**config.mk**
```make
export PLATFORM = sky130hd
export DESIGN_NAME = hpd_monitor
export DESIGN_NICKNAME = d
export VERILOG_FILES = /design/src/rtl/hpd_pkg.sv /design/src/rtl/hpd_sync.sv /design/src/rtl/hpd_monitor.sv
export SDC_FILE = /design/constraint.sdc
export NUM_CORES = 1
export LEC_CHECK = 0
export CORE_MARGIN = 2
export CORE_UTILIZATION = 55
export CTS_CLUSTER_DIAMETER = 150
export DETAILED_ROUTE_END_ITERATION = 7
export PLACE_DENSITY = 0.72
export SYNTH_ARGS = -nofsm -noshare
export SYNTH_HDL_FRONTEND = slang
export SYNTH_HIERARCHICAL = 1
export SYNTH_SLANG_ARGS = --single-unit
export TNS_END_PERCENT = 50
```
**constraint.sdc**
```tcl
create_clock -name clk -period 3.49 [get_ports clk]
set_input_delay 0.698 -clock clk [delete_from_list [all_inputs] [get_ports clk]]
set_output_delay 0.698 -clock clk [all_outputs]
set_load 0.1 [all_outputs]
```
**src/rtl/hpd_pkg.sv**
```systemverilog
// Shared types and helpers for the HotPlug Detect monitor.
// Holds the FSM state encoding and the microsecond-to-tick conversion.
package hpd_pkg;

    typedef enum logic [1:0] {
        UNPLUGGED   = 2'b00,
        DEBOUNCE    = 2'b01,
        CONNECTED   = 2'b10,
        LOW_MEASURE = 2'b11
    } hpd_state_e;

    // 64-bit arithmetic so large clock rates times long intervals cannot overflow.
    function automatic longint us_to_ticks(input longint clk_hz, input longint us);
        return (clk_hz * us) / longint'(1_000_000);
    endfunction

endpackage

```
**src/rtl/hpd_sync.sv**
```systemverilog
// Multi-flop synchroniser for a slow asynchronous pin; shared by the pin monitors.
// Output is the pin delayed by STAGES clocks, cleared asynchronously on reset.
module hpd_sync #(
    parameter int STAGES = 2
) (
    input  logic clk,
    input  logic rst_n,
    input  logic pin,
    output logic level
);

    logic [STAGES-1:0] chain;

    always_ff @(posedge clk or negedge rst_n) begin
        if (!rst_n) chain <= '0;
        else        chain <= {chain[STAGES-2:0], pin};
    end

    assign level = chain[STAGES-1];

endmodule

```
**src/rtl/hpd_monitor.sv**
```systemverilog
// HotPlug Detect monitor: debounces plug-in, classifies low excursions as
// glitch / IRQ_HPD / unqualified / unplug, and rate-limits granted IRQs.
module hpd_monitor
    import hpd_pkg::*;
#(
    parameter int CLK_FREQ       = 100_000,
    parameter int PLUG_US        = 100_000,
    parameter int IRQ_MIN_US     = 500,
    parameter int IRQ_MAX_US     = 1_000,
    parameter int UNPLUG_US      = 2_000,
    parameter int IRQ_SPACING_US = 2_000,
    parameter int SYNC_STAGES    = 2
) (
    input  logic       clk,
    input  logic       rst_n,
    input  logic       hpd_signal,
    output logic       hpd_detect,
    output logic       hpd_irq,
    output logic       hpd_irq_drop,
    output logic       hpd_unplug,
    output logic [1:0] hpd_state
);

    localparam longint PLUG_T    = us_to_ticks(CLK_FREQ, PLUG_US);
    localparam longint IRQ_MIN_T = us_to_ticks(CLK_FREQ, IRQ_MIN_US);
    localparam longint IRQ_MAX_T = us_to_ticks(CLK_FREQ, IRQ_MAX_US);
    localparam longint UNPLUG_T  = us_to_ticks(CLK_FREQ, UNPLUG_US);
    localparam longint SPC_T     = us_to_ticks(CLK_FREQ, IRQ_SPACING_US);

    localparam longint CNT_MAX = (PLUG_T > UNPLUG_T) ? PLUG_T : UNPLUG_T;
    localparam int     CNT_W   = $clog2(CNT_MAX + 1);
    localparam int     SPC_W   = (SPC_T < 1) ? 1 : $clog2(SPC_T + 1);

    // "cnt+1 reaches X" is evaluated as cnt >= X-1 to keep compares at counter width.
    localparam logic [CNT_W-1:0] PLUG_LIM  = CNT_W'((PLUG_T > 0) ? PLUG_T - 1 : 0);
    localparam logic [CNT_W-1:0] UNP_LIM   = CNT_W'(UNPLUG_T - 1);
    localparam logic [CNT_W-1:0] IRQ_MIN_C = CNT_W'(IRQ_MIN_T);
    localparam logic [CNT_W-1:0] IRQ_MAX_C = CNT_W'(IRQ_MAX_T);
    localparam logic [CNT_W-1:0] CNT_SAT   = CNT_W'(CNT_MAX);
    localparam logic [SPC_W-1:0] SPC_SAT   = SPC_W'(SPC_T);

    if (!(IRQ_MIN_T >= 1 && IRQ_MIN_T <= IRQ_MAX_T && IRQ_MAX_T < UNPLUG_T && SYNC_STAGES >= 2))
    begin : g_bad_params
        $error("hpd_monitor: invalid timing or synchroniser parameters");
    end

    logic             hpd_sync;
    hpd_state_e       state, state_nxt;
    logic [CNT_W-1:0] cnt, cnt_nxt, cnt_inc;
    logic [SPC_W-1:0] spc, spc_nxt;
    logic             detect_nxt, irq_nxt, drop_nxt, unplug_nxt, spc_ok;

    hpd_sync #(.STAGES(SYNC_STAGES)) u_sync (
        .clk   (clk),
        .rst_n (rst_n),
        .pin   (hpd_signal),
        .level (hpd_sync)
    );

    assign cnt_inc = (cnt == CNT_SAT) ? cnt : cnt + CNT_W'(1);
    assign spc_ok  = (spc >= SPC_SAT);

    always_comb begin
        state_nxt  = state;
        cnt_nxt    = cnt;
        detect_nxt = hpd_detect;
        irq_nxt    = 1'b0;
        drop_nxt   = 1'b0;
        unplug_nxt = 1'b0;
        case (state)
            UNPLUGGED: if (hpd_sync) begin
                state_nxt = DEBOUNCE;
                cnt_nxt   = CNT_W'(1);
            end
            DEBOUNCE: begin
                if (!hpd_sync) state_nxt = UNPLUGGED;
                else if (cnt >= PLUG_LIM) begin
                    state_nxt  = CONNECTED;
                    detect_nxt = 1'b1;
                end else cnt_nxt = cnt_inc;
            end
            CONNECTED: if (!hpd_sync) begin
                state_nxt = LOW_MEASURE;
                cnt_nxt   = CNT_W'(1);
            end
            LOW_MEASURE: begin
                if (!hpd_sync) begin
                    if (cnt >= UNP_LIM) begin
                        state_nxt  = UNPLUGGED;
                        detect_nxt = 1'b0;
                        unplug_nxt = 1'b1;
                    end else cnt_nxt = cnt_inc;
                end else begin
                    // Pin came back: cnt is the completed low length.
                    state_nxt = CONNECTED;
                    if (cnt >= IRQ_MIN_C && cnt <= IRQ_MAX_C) begin
                        if (spc_ok) irq_nxt  = 1'b1;
                        else        drop_nxt = 1'b1;
                    end
                end
            end
            default: state_nxt = UNPLUGGED;
        endcase

        spc_nxt = spc;
        if (irq_nxt)            spc_nxt = SPC_W'(1);
        else if (spc < SPC_SAT) spc_nxt = spc + SPC_W'(1);
    end

    always_ff @(posedge clk or negedge rst_n) begin
        if (!rst_n) begin
            state        <= UNPLUGGED;
            cnt          <= '0;
            spc          <= SPC_SAT;
            hpd_detect   <= 1'b0;
            hpd_irq      <= 1'b0;
            hpd_irq_drop <= 1'b0;
            hpd_unplug   <= 1'b0;
        end else begin
            state        <= state_nxt;
            cnt          <= cnt_nxt;
            spc          <= spc_nxt;
            hpd_detect   <= detect_nxt;
            hpd_irq      <= irq_nxt;
            hpd_irq_drop <= drop_nxt;
            hpd_unplug   <= unplug_nxt;
        end
    end

    assign hpd_state = state;

endmodule

```
==> flow_summary_export.csv, run 1 <==
group,metric,value,unit
status,run_status,"completed",
setup_path,critical_path.top_delay_family,"buffers and inverters",
power,power.density,351,mW/mm^2
timing,slew_headroom,0.351,
timing,whs,0.362,ns
timing,setup-tns-final,0,ns
detailed_routing,detail-route-antenna-nets,0,
grt,grt_first_pass_wirelength,6.22,mm
setup_path,data_required_time_of_the_critical_path,2.79,ns
floorplanning,io_pins,9,
synth,synth.top_cell.area_share,0.374,
floorplanning,dieWidth,61.3,um
clock_tree,h-tree-depth,2,
floorplanning,core.rowCount,20,
synth,synth.net_count,202,
layout,number_of_antenna_cells_inserted,0,
detailed_routing,firstDrtPassIters,5,
setup_path,cp-end-kind,"primary output",
clock_tree,clock_sink_count,30,
detailed_routing,route.detailed.vias_per_inst,6.16,
place,gp_congestion,0.887,
setup_path,cp_slowest_stage_delay,1.13,ns
timing,timing_worst_slew_pin_value,0.971,ns
place,placement.io_buffers,8,
power,power.ir.vdd_worst,0.258,mV
layout,share_of_cells_above_drive_strength_1,0.141,
setup_path,timing.critical_path.cells,"clkdlybuf4s50_1",
detailed_routing,drcViolationCount,0,
grt,groute.usage.overall,0.223,
synth,synth_seq_area_share,0.418,
synth,synth-seq-cells,30,
timing,final-hold-violation-count,0,
floorplanning,core_area,0.00308,sq mm
timing,timing.final.crit_share,0.721,
timing,finClkSkew,0.00575,ns
clock_tree,cts_tree,"yes",
clock_tree,post_cts.resized_instances,0,
floorplanning,die_h,61.3,um
detailed_routing,routed-via-count,1498,
setup_path,max_fanout_on_critical_path,2,
synth,post-synth-top-area-cell,"sky130_fd_sc_hd__dfrtp_1",
timing,max_freq,398,MHz
synth,synthesis.instances,194,
clock_tree,postCtsSetupRepairBufs,0,
detailed_routing,wl_per_cell,15.0,um
layout,register_area,754,sq um
timing,rsz_0062_raised_after_global_routing,"false",
detailed_routing,drt-total-wl,3.64,mm
setup_path,timing_worst_setup_path_type,"flop to primary output",
timing,setup_viol,0,
flow_run,drv_cap,0,
synth,synth.top_cells.by_count,"27 x sky130_fd_sc_hd__dfrtp_1, 14 x sky130_fd_sc_hd__nand3_1, 13 x sky130_fd_sc_hd__a21oi_1, 13 x sky130_fd_sc_hd__o21ai_1, 11 x sky130_fd_sc_hd__nand2_1",
place,preCtsSetupSlack,1.18,ns
clock_tree,clk_latency,0.33,ns
clock_tree,cts.clk_slew.worst_paths,0.09,ns
grt,initial_antenna_violation_count,0,
synth,synth_edf_count,0,
layout,syn2layout_area_growth,7.06,%
floorplanning,floorplan.initialDensity,0.587,
synth,yosys_most_used_dff,"sky130_fd_sc_hd__dfrtp_1",
synth,netlist_top_cells_area,"sky130_fd_sc_hd__dfrtp_1 37%, sky130_fd_sc_hd__o211ai_2 6.2%, sky130_fd_sc_hd__dfstp_2 4.4%",
layout,n_fill_cell,270,
synth,avgSynthCellArea,9.31,sq um
setup_path,worst_setup_path_start_kind,"flop",
place,detailed_place_hpwl,2.51,mm
setup_path,crit_buf_inv,1,
synth,synthArstFlopShare,1.00,
floorplanning,design.die.area,0.00376,sq mm
layout,fin_nets,206,
power,static-leakage-power,0.865,nW
grt,grt_pass1_vias,1402,
clock_tree,ctsRootBufferMaster,"sky130_fd_sc_hd__clkbuf_4",
timing,post-route-worst-setup-slack,0.975,ns
layout,multiInputGateArea,957,sq um
detailed_routing,detailedRoute.firstIterationViolations,79,
grt,grt_overflow,0,
setup_path,timing.critical_path.slowest_stage_cell,"sky130_fd_sc_hd__clkdlybuf4s50_1",
clock_tree,cts-buffers-inserted,5,
timing,final_max_slew_viols,0,
synth,mappedNetlistArea,0.00181,sq mm
clock_tree,cts_buffer_depth,2,
timing,finalCriticalPeriod,2.52,ns
grt,grt_start_max_net_pins,31,
worst_hold_path,hp-class,"flop to flop",
setup_path,critical_path_arrival,1.82,ns
synth,yosysWarningCount,6,
synth,synth_most_common_cell,"sky130_fd_sc_hd__dfrtp_1",
clock_tree,cts-hold-fix-buffers,0,
synth,synth_cell_types,37,
flip-flops by register name, summed over array words and instances (netlist names), named ones only:
signal,count
hpd_irq,1
u_sync/chain,2
hpd_detect,1
hpd_irq_drop,1
hpd_state,1
hpd_unplug,1
cnt,14
spc,8
final timing paths:
kind                                             end  slack, ns  depth (start not counted)                       from
setup / recovery                          hpd_detect       0.97                          1     hpd_detect$_DFFE_PN0P_
hold / removal             u_sync/chain[1]$_DFF_PN0_       0.36                          0  u_sync/chain[0]$_DFF_PN0_
setup reg to reg                  cnt[3]$_DFFE_PN0P_       1.11                          6         cnt[0]$_DFFE_PN0P_
hold reg to reg            u_sync/chain[1]$_DFF_PN0_       0.36                          0  u_sync/chain[0]$_DFF_PN0_
max in group asynchronous         spc[3]$_DFFE_PN1P_       2.43                          2                      rst_n
min in group asynchronous         cnt[0]$_DFFE_PN0P_       0.74                          2                      rst_n
cells by family (layout without fill, tap and decap cells):
family          count (synthesis)  after routing  synth area share
compound gates                 58             58             0.232
xor+xnor                        1              1           0.00485
flops                          30             30             0.418
fa+ha+maj                       5              5            0.0346
mux                             1              1           0.00623
buf+inv                        20             25            0.0526
simple gates                   79             79             0.252
layout by cell type, fill, tap and decap left out, types with 4 or more instances in the layout:
cell type                         netlist  final
sky130_fd_sc_hd__nand2_1               11     11
sky130_fd_sc_hd__buf_4                  0      4
sky130_fd_sc_hd__clkdlybuf4s50_1        0      6
sky130_fd_sc_hd__o21ai_1               13     13
sky130_fd_sc_hd__o21ai_0                5      5
sky130_fd_sc_hd__nor2_1                10     10
sky130_fd_sc_hd__nand3_1               14     14
sky130_fd_sc_hd__nand3b_1              10     10
sky130_fd_sc_hd__o211ai_2               9      9
sky130_fd_sc_hd__clkbuf_4               0      5
sky130_fd_sc_hd__dfrtp_1               27     27
sky130_fd_sc_hd__a21oi_1               13     13
sky130_fd_sc_hd__ha_1                   5      5
sky130_fd_sc_hd__nor3_1                 5      5
sky130_fd_sc_hd__inv_1                  7      7
sky130_fd_sc_hd__and3_1                10     10
sky130_fd_sc_hd__o211ai_1               4      4
per-layer routing:
layer  GRT usage  up-vias  routed length [um]
met3      0.0420        7                 208
met1       0.315      711                1790
li1            -      733                   -
met5           0        -                   0
met4      0.0963        0                  54
met2       0.333       47                1590
power by group:
group	leakage (nW)	internal [mW]	total (mW)	switching [mW]
Clock	0.0320	0.0766	0.200	0.123
Combinational	0.451	0.0346	0.0820	0.0474
Sequential	0.382	0.362	0.397	0.0353
layout make-up:
| cell class | instances | area share |
|---|---|---|
| multi-input combinational | 144 | 0.495 |
| clock inverter | 2 | 0.00517 |
| timing repair buffer | 10 | 0.0466 |
| clock buffer | 6 | 0.0213 |
| sequential | 30 | 0.390 |
| tap | 44 | 0.0285 |
| inverter | 7 | 0.0136 |
stage by stage:
stage	instance area, sq um	power (mW)	utilization	instances
after floorplan	1810	0.459	-	194
after global placement	1880	0.483	0.612	235
after detailed placement	1880	0.486	0.612	235
after CTS	1930	0.684	0.628	243
after global routing	1930	0.717	0.628	243
final	1930	0.679	0.628	243
(Power assumes the default switching activity.)
==> run 2, diff against run 1 <==
--- a/config.mk
+++ b/config.mk
@@ -6,7 +6,7 @@
 export NUM_CORES = 1
 export LEC_CHECK = 0
 export CORE_MARGIN = 2
-export CORE_UTILIZATION = 55
+export CORE_UTILIZATION = 53
 export CTS_CLUSTER_DIAMETER = 150
 export DETAILED_ROUTE_END_ITERATION = 7
 export PLACE_DENSITY = 0.72
==> constraint.sdc (replaced) <==
create_clock -name clk -period 2.1 [get_ports clk]
set_input_delay 0.42 -clock clk [delete_from_list [all_inputs] [get_ports clk]]
set_output_delay 0.42 -clock clk [all_outputs]
set_load 0.1 [all_outputs]
==> flow_summary_export.csv, run 2 (synthesized netlist as in run 1, its figures left out) <==
group,metric,value,unit
clock_tree,cts-buffers-inserted,5,
clock_tree,clock_sink_count,30,
setup_path,data_required_time_of_the_critical_path,2.33,ns
setup_path,timing.critical_path.slowest_stage_cell,"sky130_fd_sc_hd__dfrtp_1",
setup_path,timing.critical_path.cells,"ha_1, buf_4, and3_1, o211ai_2, o211ai_4, nand2b_4, a211o_1",
grt,grt_start_max_net_pins,31,
layout,most-common-layout-cells,"26 x sky130_fd_sc_hd__dfrtp_1, 25 x sky130_fd_sc_hd__buf_4, 13 x sky130_fd_sc_hd__a21oi_1, 13 x sky130_fd_sc_hd__nand3_1, 13 x sky130_fd_sc_hd__o21ai_1",
grt,grt_pass1_vias,1560,
layout,final_core_utilization,0.646,
timing,rsz_0062_raised_after_global_routing,"false",
layout,finish.cell_count_without_fillers,263,
detailed_routing,routed-via-count,1617,
layout,share_of_cells_above_drive_strength_1,0.263,
layout,number_of_antenna_cells_inserted,0,
grt,initial_antenna_violation_count,0,
layout,register_area,756,sq um
setup_path,cp-end-kind,"flop",
grt,groute.usage.overall,0.228,
power,power.density,607,mW/mm^2
clock_tree,ctsRootBufferMaster,"sky130_fd_sc_hd__clkbuf_4",
power,static-leakage-power,1.00,nW
detailed_routing,detailedRoute.firstIterationViolations,66,
layout,fin_nets,224,
timing,timing.final.crit_share,0.962,
timing,finClkSkew,0.0150,ns
power,power.ir.vdd_worst,0.345,mV
floorplanning,die_h,62.4,um
timing,final-hold-violation-count,0,
worst_hold_path,hp-class,"flop to flop",
setup_path,max_fanout_on_critical_path,10,
floorplanning,core.rowCount,21,
floorplanning,dieWidth,62.4,um
clock_tree,cts-hold-fix-buffers,0,
timing,final_max_slew_viols,0,
flow_run,drv_cap,0,
setup_path,timing_worst_setup_path_type,"flop to flop",
clock_tree,cts_buffer_depth,2,
grt,grt_overflow,0,
floorplanning,core_area,0.00331,sq mm
timing,setup_viol,0,
power,fin_total_pwr,1.30,mW
detailed_routing,drcViolationCount,0,
clock_tree,clk_latency,0.33,ns
setup_path,cp_slowest_stage_delay,0.39,ns
layout,syn2layout_area_growth,18.3,%
timing,finalCriticalPeriod,2.02,ns
place,detailed_place_hpwl,2.95,mm
timing,timing_worst_slew_pin_value,0.455,ns
setup_path,critical_path_arrival,2.25,ns
timing,slew_headroom,0.694,
floorplanning,io_pins,9,
floorplanning,design.die.area,0.00389,sq mm
floorplanning,floorplan.initialDensity,0.546,
layout,stdcell_area,0.00214,sq mm
place,placement.io_buffers,8,
setup_path,worst_setup_path_start_kind,"flop",
place,gp_congestion,0.881,
clock_tree,h-tree-depth,2,
clock_tree,cts_tree,"yes",
place,preCtsSetupSlack,-0.0657,ns
layout,most_common_cell_after_layout_fill_and_taps_aside,"sky130_fd_sc_hd__dfrtp_1",
timing,max_freq,495,MHz
layout,largest_register_ffs,14,
clock_tree,cts.clk_slew.worst_paths,0.10,ns
detailed_routing,firstDrtPassIters,5,
layout,multiInputGateArea,991,sq um
detailed_routing,route.detailed.vias_per_inst,6.15,
detailed_routing,drt-total-wl,4.21,mm
layout,biggestRegsByFlops,"cnt (14), spc (8), u_sync/chain (2)",
layout,largest-register,"cnt",
layout,n_fill_cell,292,
timing,post-route-worst-setup-slack,0.0797,ns
place,placed_cells,255,
detailed_routing,wl_per_cell,16.0,um
grt,grt_first_pass_wirelength,7.11,mm
place,placed_area,0.00202,sq mm
detailed_routing,detail-route-antenna-nets,0,
status,run_status,"completed",
==> run 2: cell types whose count changed in the layout (fill, tap and decap cells not counted), sizes merged <==
cell	change
buf	+22
clkinv	-2
clkbuf	+2
clkdlybuf4s50	-4
==> run 2: through the flow <==
| stage | hold WS [ns] | setup TNS, ns |
|---|---|---|
| 2_1_floorplan | 0.124 | 0 |
| 3_5_place_dp | 0.338 | -0.101 |
| 5_1_grt | 0.367 | 0 |
| 4_1_cts | 0.360 | 0 |
| 3_3_place_gp | 0.337 | 0 |
| 6_report | 0.360 | 0 |
==> run 2: layout make-up <==
cell class	instances	share of cell area
timing repair buffer	28	0.107
sequential	30	0.354
tap	46	0.0269
inverter	7	0.0123
multi-input combinational	144	0.464
clock buffer	8	0.0369
==> run 2: final timing paths <==
kind                       slack (ns)                   endpoint  cells past startpoint                       from
max                              0.08         cnt[9]$_DFFE_PN0P_                      7         cnt[0]$_DFFE_PN0P_
min                              0.36  u_sync/chain[1]$_DFF_PN0_                      0  u_sync/chain[0]$_DFF_PN0_
max reg2reg                      0.08         cnt[9]$_DFFE_PN0P_                      7         cnt[0]$_DFFE_PN0P_
min reg2reg                      0.36  u_sync/chain[1]$_DFF_PN0_                      0  u_sync/chain[0]$_DFF_PN0_
max in group asynchronous        1.31         spc[3]$_DFFE_PN1P_                      2                      rst_n
min in group asynchronous        0.45         cnt[8]$_DFFE_PN0P_                      2                      rst_n
==> run 2: layer usage <==
layer | GRT usage | share of wire
met3 | 0.0468 | 0.054
met4 | 0.0778 | 0.016
met5 | 0 | 0
met1 | 0.284 | 0.41
met2 | 0.395 | 0.52
==> run 2: what timing repair did <==
item	in CTS	in global routing
setup buffers	0	0
setup endpoints to repair	9	10
gates resized for setup	3	5
==> run 2: report_power, final <==
| group | switching [mW] | total [mW] | internal [mW] |
|---|---|---|---|
| clock network | 0.206 | 0.434 | 0.229 |
| logic | 0.128 | 0.229 | 0.100 |
| registers | 0.0320 | 0.634 | 0.602 |
| total | 0.366 | 1.30 | 0.931 |
==> run 2: critical path, delay by kind of cell (launching register included) <==
kind / cells / cell delay [ns]
buf+inv: 1 / 0.16
compound gates: 3 / 0.69
fa+ha+maj: 1 / 0.22
simple gates: 2 / 0.45
flops: 1 / 0.39
